### src/rtl/fetch_unit_if.sv
// Instruction-memory request bus between the fetch unit and instruction memory.
// Latency: n/a (wires only); one request outstanding at a time.
// Backpressure: memory stretches a request by holding imem_ack low; req/addr stay stable until ack.
// Ports:
//   imem_req   : fetch unit requests a word
//   imem_addr  : word address of the request
//   imem_ack   : memory completion, imem_rdata valid in the same cycle
//   imem_rdata : fetched instruction word
interface fetch_unit_if;
  logic        imem_req;
  logic [31:0] imem_addr;
  logic        imem_ack;
  logic [31:0] imem_rdata;

  modport master (
    output imem_req,
    output imem_addr,
    input  imem_ack,
    input  imem_rdata
  );

  modport slave (
    input  imem_req,
    input  imem_addr,
    output imem_ack,
    output imem_rdata
  );
endinterface

### src/rtl/fetch_unit.sv
// Instruction fetch: single-outstanding imem requester feeding a small instruction buffer to decode.
// Latency: acked word is visible on if_ir the cycle after imem_ack; one fetch per cycle when ack is continuous.
// Backpressure: stall holds the head; requests stop while the buffer would be full; redirect flushes.
// Ports:
//   clk, rst                  : clock, asynchronous active-high reset
//   imem (fetch_unit_if)      : instruction-memory request bus (master side)
//   stall                     : decode hold, head not consumed while high
//   redirect, redirect_pc     : taken branch/jump and its target word address
//   if_valid, if_ir, if_pc    : head entry to decode; NOP and last consumed PC when empty
// Configuration macro FETCH_SQUASH_EN: when defined, a redirect flushes every buffered entry;
// when undefined, an unconsumed head entry survives the redirect as a delay slot.
module fetch_unit #(
  parameter logic [31:0] RESET_PC = 32'h0000_0000,
  parameter int unsigned DEPTH    = 2,
  parameter logic [31:0] NOP      = 32'h0000_0000
) (
  input  logic         clk,
  input  logic         rst,
  fetch_unit_if.master imem,
  input  logic         stall,
  input  logic         redirect,
  input  logic [31:0]  redirect_pc,
  output logic         if_valid,
  output logic [31:0]  if_ir,
  output logic [31:0]  if_pc
);

  localparam int unsigned PW = $clog2(DEPTH);

  typedef logic [PW:0]   cnt_t;
  typedef logic [PW-1:0] ptr_t;

  typedef enum logic [1:0] {
    S_IDLE,
    S_WAIT,
    S_DISCARD
  } state_t;

  generate
    if (DEPTH != 2 && DEPTH != 4) begin : g_bad_depth
      $error("fetch_unit: DEPTH must be 2 or 4");
    end
  endgenerate

  state_t      state_q, state_d;
  logic [31:0] fetch_pc, fetch_pc_d;  // address of the word being / to be fetched
  logic [31:0] addr_q, addr_d;        // address presented on the bus
  logic [31:0] last_pc;               // PC of the most recently consumed entry
  cnt_t        count, count_d;
  ptr_t        rd_ptr, rd_ptr_d;
  ptr_t        wr_ptr, wr_ptr_d;

  logic [31:0] buf_ir [DEPTH];
  logic [31:0] buf_pc [DEPTH];

  logic push;
  logic pop;
  logic busy_after;

  // Stall only decides whether decode consumes the head; a redirect is
  // honoured regardless of stall.
  assign pop  = (count != '0) && !stall;
  // Acked data is kept only in WAIT; a redirect in the same cycle drops it.
  assign push = (state_q == S_WAIT) && imem.imem_ack && !redirect;

  always_comb begin
    state_d    = state_q;
    fetch_pc_d = fetch_pc;
    addr_d     = addr_q;
    count_d    = count;
    rd_ptr_d   = pop ? ptr_t'(rd_ptr + 1'b1) : rd_ptr;
    wr_ptr_d   = push ? ptr_t'(wr_ptr + 1'b1) : wr_ptr;
    busy_after = 1'b0;

    if (redirect) begin
      fetch_pc_d = redirect_pc;
`ifdef FETCH_SQUASH_EN
      count_d = '0;
`else
      // Delay slot: an unconsumed head survives, everything behind it goes.
      count_d = ((count != '0) && !pop) ? cnt_t'(1) : cnt_t'(0);
`endif
      wr_ptr_d = ptr_t'(rd_ptr_d + count_d[PW-1:0]);
    end else begin
      if (push) begin
        fetch_pc_d = fetch_pc + 32'd1;
      end
      count_d = count + cnt_t'(push) - cnt_t'(pop);
    end

    // A request is still open after this edge if one is on the bus and not acked.
    busy_after = (state_q != S_IDLE) && !imem.imem_ack;

    if (busy_after) begin
      // Address must stay put until ack; a redirect turns the open request into
      // one whose data will be thrown away. In DISCARD the latest target simply
      // overwrites fetch_pc.
      state_d = (state_q == S_WAIT && redirect) ? S_DISCARD : state_q;
    end else begin
      // Request only when the word can land without overflowing; since the
      // buffer never grows while a request is open, this bounds occupancy.
      addr_d  = fetch_pc_d;
      state_d = (count_d < cnt_t'(DEPTH)) ? S_WAIT : S_IDLE;
    end
  end

  always_ff @(posedge clk or posedge rst) begin
    if (rst) begin
      state_q  <= S_IDLE;
      fetch_pc <= RESET_PC;
      addr_q   <= RESET_PC;
      last_pc  <= '0;
      count    <= '0;
      rd_ptr   <= '0;
      wr_ptr   <= '0;
    end else begin
      state_q  <= state_d;
      fetch_pc <= fetch_pc_d;
      addr_q   <= addr_d;
      count    <= count_d;
      rd_ptr   <= rd_ptr_d;
      wr_ptr   <= wr_ptr_d;
      if (pop) begin
        last_pc <= buf_pc[rd_ptr];
      end
    end
  end

  // Buffer storage needs no reset: count gates every read.
  always_ff @(posedge clk) begin
    if (push) begin
      buf_ir[wr_ptr] <= imem.imem_rdata;
      buf_pc[wr_ptr] <= addr_q;
    end
  end

  assign imem.imem_req  = (state_q != S_IDLE);
  assign imem.imem_addr = addr_q;

  assign if_valid = (count != '0);
  assign if_ir    = if_valid ? buf_ir[rd_ptr] : NOP;
  assign if_pc    = if_valid ? buf_pc[rd_ptr] : last_pc;

endmodule

### src/flat_wrapper.sv
// flat-port wrapper written by rule: the top's interface ports become plain ports
module fetch_unit_flat 
#(
  parameter logic [31:0] RESET_PC = 32'h0000_0000,
  parameter int unsigned DEPTH    = 2,
  parameter logic [31:0] NOP      = 32'h0000_0000
)
  (clk, rst, stall, redirect, redirect_pc, if_valid, if_ir, if_pc, imem_imem_req, imem_imem_addr, imem_imem_ack, imem_imem_rdata);
  fetch_unit_if imem_i ();
  input  logic clk;
  input  logic rst;
  input  logic stall;
  input  logic redirect;
  input  logic [31:0] redirect_pc;
  output logic if_valid;
  output logic [31:0] if_ir;
  output logic [31:0] if_pc;
  output wire logic [$bits(imem_i.imem_req)-1:0] imem_imem_req;
  output wire logic [$bits(imem_i.imem_addr)-1:0] imem_imem_addr;
  input wire logic [$bits(imem_i.imem_ack)-1:0] imem_imem_ack;
  input wire logic [$bits(imem_i.imem_rdata)-1:0] imem_imem_rdata;
  assign imem_imem_req = imem_i.imem_req;
  assign imem_imem_addr = imem_i.imem_addr;
  assign imem_i.imem_ack = imem_imem_ack;
  assign imem_i.imem_rdata = imem_imem_rdata;
  fetch_unit #(.RESET_PC(RESET_PC), .DEPTH(DEPTH), .NOP(NOP)) u_core (.clk(clk), .rst(rst), .imem(imem_i), .stall(stall), .redirect(redirect), .redirect_pc(redirect_pc), .if_valid(if_valid), .if_ir(if_ir), .if_pc(if_pc));
endmodule
### config.mk
export PLATFORM = sky130hd
export DESIGN_NAME = fetch_unit_flat
export DESIGN_NICKNAME = d
export VERILOG_FILES = /design/src/rtl/fetch_unit_if.sv /design/src/rtl/fetch_unit.sv /design/src/flat_wrapper.sv
export SDC_FILE = /design/constraint.sdc
export NUM_CORES = 1
export LEC_CHECK = 0
export CELL_PAD_IN_SITES_DETAIL_PLACEMENT = 0
export CELL_PAD_IN_SITES_GLOBAL_PLACEMENT = 2
export CORE_ASPECT_RATIO = 0.6
export CORE_MARGIN = 2
export CORE_UTILIZATION = 36
export DETAILED_ROUTE_END_ITERATION = 6
export GPL_ROUTABILITY_DRIVEN = 0
export PLACE_DENSITY_LB_ADDON = 0.1
export SKIP_CTS_REPAIR_TIMING = 1
export SLEW_MARGIN = 40
export SYNTH_ARGS = -nofsm -noshare
export SYNTH_HDL_FRONTEND = slang
export SYNTH_SLANG_ARGS = --single-unit
### constraint.sdc
create_clock -name clk -period 4.9 [get_ports clk]
set_input_delay 0.735 -clock clk [delete_from_list [all_inputs] [get_ports clk]]
set_output_delay 0.735 -clock clk [all_outputs]
set_load 0.01 [all_outputs]
### Yosys cells after proc, flatten, opt, wreduce, memory -nomap -nowiden

Memory sizes are Yosys's and may differ from the RTL's.
Index checks and enable logic that the tools add are counted.

* register bits: 102
* bits in writable memories: 128
* input bits: 69
* output and inout bits: 98
* word-level logic and storage cells: 45
* memories kept: 2

Memory list
* u_core.buf_ir: depth 2, bits a word 32, read ports 1, clocked after memory_dff 0, write ports 1, RTL line fetch_unit.sv:53 `logic [31:0] buf_ir [DEPTH];`
* u_core.buf_pc: depth 2, bits a word 32, read ports 1, clocked after memory_dff 0, write ports 1, RTL line fetch_unit.sv:54 `logic [31:0] buf_pc [DEPTH];`

* add/subtract/negate cells: 6
* $lt $le $gt $ge: 1
* equality and inequality tests: 2
* mux-type cells: 14
* reductions and logical operators: 13

Operator list (number)
* $mux W32: 4
* $add A32 B1 Y32 const B: 1
* $mux W1: 7
* $logic_and A1 B1 Y1: 6
* $mux W2: 3
* $reduce_bool A2 Y1: 3
* $logic_not A1 Y1: 4
* $add A1 B1 Y1 const B: 2
* $add A2 B1 Y2: 1
* $eq A2 B1 Y1 const B: 1
* $lt A2 B2 Y1 const B: 1
* $ne A2 B2 Y1 const B: 1
* $sub A2 B1 Y2: 1
* $add A1 B1 Y1: 1

### Longest topological paths before layout

* depth after elaboration: 9
* mapped depth: 12
* gate-level depth less buffers: 10

### Worst setup path after synthesis

No wires, ideal clock.

* kind: input to register
* start point: in redirect
* end point: mem u_core.buf_ir[0][0], enable pin
* setup time: 0.486 ns
* data arrival time: 3.828 ns
* data required time: 4.414 ns
* setup slack: 0.586 ns
* stages: 3
* cells stage by stage: buf_2 > nand4bb_4 > nor2_1

* cells in the longest elaborated chain, start to end: 4

RTL lines
* start: declaration: RTL line flat_wrapper.sv:13 `input logic redirect;`
* $logic_not A1 Y1: RTL line fetch_unit.sv:64 `assign push = (state_q == S_WAIT) && imem.imem_ack && !redirect;`
* $logic_and A1 B1 Y1: RTL line fetch_unit.sv:64
* $mux W1: RTL line fetch_unit.sv:131 `if (push) begin`
* $mux W1 (not written as such): RTL line fetch_unit.sv:132 `buf_ir[wr_ptr] <= imem.imem_rdata;`
* end: declaration: RTL line fetch_unit.sv:53

Every way passes these cells.

### Worst setup path after layout

* start point: reg u_core.rd_ptr
* end point: out if_pc[3]

* cells in the longest elaborated chain, start to end: 2

RTL lines
* start: declaration: RTL line fetch_unit.sv:50 `ptr_t rd_ptr, rd_ptr_d;`
* start signal: assignment: RTL line fetch_unit.sv:121 `rd_ptr <= rd_ptr_d;`
* $mem_v2 Z2 W32
* $mux W32: RTL line fetch_unit.sv:142 `assign if_pc = if_valid ? buf_pc[rd_ptr] : last_pc;`
* end: declaration: RTL line flat_wrapper.sv:17 `output logic [31:0] if_pc;`

Every way passes these cells.

==> metrics.cfg <==
[run_status]
status=completed

[detailed_routing]
via_per_inst=4.95
wl_per_cell_um=19.8
postRouteAntennaNets=0
drtIter0Drc=428
finalWirelength_um=25200
drt_first_pass_iters=4
drc=0
via_count=6308

[grt]
track_usage_pct=17.9
antenna_found_initial=0
use_met2_pct=25.6
grt_pass1_wl_um=38200
grt-busiest-layer=met1
met3_usage_pct=3.19
grt_max_degree=68
grt_pass1_vias=6180
use_met1_pct=28.3
gr-total-overflow=0

[yosys]
ys_warn_count=0
synth_edf_count=128
synth_cell_type_count=43
synth-seq-cells=230
syn_inst=737
yosysTopAreaCellShare_pct=39.8
syn_area_per_cell_um2=13.1
synth_nets=809
synth_common_cells=edfxtp_1, dfrtp_1, nor2_1, mux2i_1, nand2_1
synth_area_leaders=edfxtp_1, dfrtp_1, mux2i_1, nor2_1, mux2_2
synthArstFlopShare_pct=44.3
synth_top_area_cell=edfxtp_1
synth_most_common_cell=edfxtp_1
ys_seq_area_share_pct=66.2
syn-cell-area_um2=9670
ys.flop_type=edfxtp_1

[setup_path]
cp_slowest_cell=dfrtp_4
crit_family=buffers and inverters
startpoint_type=flip-flop
crit_buf_inv=2
cp_data_arrival_time_ps=2590
cpPeakStageDelay_ps=720
cp_max_fo=28
crit_path_end_kind=primary output
crit_chain=buf_12 > mux2i_1 > a21oi_1 > clkdlybuf4s50_1
path_class=reg -> out
required_ps=4160

[clock_network]
cts_tree=done
clkLatencyLatePin_ps=500
clk_path_buf_depth=3
cts_buffers=23
cts_root_buf=clkbuf_16
clkTransAtPathRegs_ps=60
htree_levels=1
cts.sinks=230

[final_layout]
diodes=0
fin_nets=971
drive_gt1_share_pct=10.5
post-route-util_pct=47.2
nFillCells=2345
syn_to_final_growth_pct=28.9

[power]
p_leak_nw=4.81
cellPowerDensity_nw_per_um2=578
finalPower_w=0.00721
ir_drop_uv=226

[timing]
hold_viol_final=0
worst_pin_slew_ps=771
post-route-min-period_ps=3320
fmax_ghz=0.301
skew_ps=18.0
rsz0062_at_grt=no
setup_viol=0
setup_tns_ps=0
slew_violations=0
period_share_pct=67.8
slew_headroom_pct=48.5

[die]
start_util_pct=36.6
die_h_um=131
core_um2=26400
boundaryPins=167
num_rows=46
die-area_um2=28200
die_w_um=216

[min_path]
hold_path.class=reg -> reg

[flow_run]
cap_violations=0

[place]
portBuffers=166
dp_hpwl_um=17600

## cells in the final DEF, fill, tap and decap left out, drive strengths merged, types with 3 or more instances in the layout
cell and n:
clkinv 9, and4 4, a221o 17, nor4 8, mux2 25, o21ai 43
nor2 85, a21oi 41, dfrtp 102, and3 22, clkbuf 30, clkdlybuf4s50 166
inv 10, mux2i 66, edfxtp 128, ha 3, nand3 12, nand2 53
a221oi 3, nand4 13, xnor2 20, and2 4, nor3 6, buf 13
xor2 15
## per-stage QoR
stage	hold slack, ps	cells	cell area, um2	setup slack (ps)
finish	479	1275	12500	1580
global route	501	1275	12500	1480
CTS	485	1275	12500	1520
detailed placement	471	1234	11800	1400
global placement	462	1233	11700	1440
floorplan	451	737	9670	586
## registers in the layout (all words and copies together), names as in the netlist
register,flops
u_core.wr_ptr,1
u_core.state_q,2
u_core.rd_ptr,1
u_core.buf_pc,64
u_core.fetch_pc,32
u_core.last_pc,32
u_core.buf_ir,64
u_core.count,2
u_core.imem.imem_addr,32
## routing by layer
| metal | share of wire, % | wire [um] |
|---|---|---|
| met3 | 5.0 | 1260 |
| met4 | 1.4 | 358 |
| met2 | 41 | 10300 |
| met5 | 0 | 0 |
| met1 | 53 | 13300 |
## worst register-to-register path, stage by stage (launching register included)
cell	delay (ps)
dfrtp_1	370
ha_1	230
nand3_1	200
nor4_4	690
nand4_1	210
xnor2_1	190
a221o_1	320
## final cells by class
type / instances / area [um2] / area share, %
clock inverter: 11 / 77.6 / 0.622
tap: 360 / 450 / 3.61
inverter: 10 / 42.5 / 0.341
multi-input combinational: 455 / 3100 / 24.8
sequential: 230 / 6400 / 51.4
timing repair buffer: 179 / 1780 / 14.3
clock buffer: 30 / 612 / 4.91
## report_power, final
group	switching, W	total (W)	internal [W]
Combinational	0.00139	0.00274	0.00135
Clock	0.000706	0.00164	0.000930
Sequential	0.000356	0.00283	0.00247
Total	0.00245	0.00721	0.00475
## worst paths after layout
| path | from | end | slack [ps] | cells past startpoint |
|---|---|---|---|---|
| hold / removal | u_core.last_pc[2] | u_core.last_pc[2] | 480 | 2 |
| min in group asynchronous | rst | u_core.imem.imem_addr[0] | 600 | 2 |
| setup / recovery | u_core.rd_ptr | if_pc[3] | 1580 | 4 |
| setup reg to reg | u_core.fetch_pc[0] | u_core.imem.imem_addr[26] | 2570 | 6 |
| hold reg to reg | u_core.last_pc[2] | u_core.last_pc[2] | 480 | 2 |
| max in group asynchronous | rst | u_core.imem.imem_addr[26] | 3360 | 3 |
## logic make-up (layout without fill, tap and decap cells)
family                     Yosys count  count (layout)  synth area share, %
AOI/OAI and AO/OA                  109             109                 6.85
xor gates and xnor gates            35              35                 3.17
adders and majority gates            3               3                0.388
buffers and inverters               52             230                 2.08
DFF                                230             230                 66.2
muxes                               91              91                 9.75
and+or+nand+nor                    217             217                 11.6
Note: power is estimated with default switching activity, not from simulation.
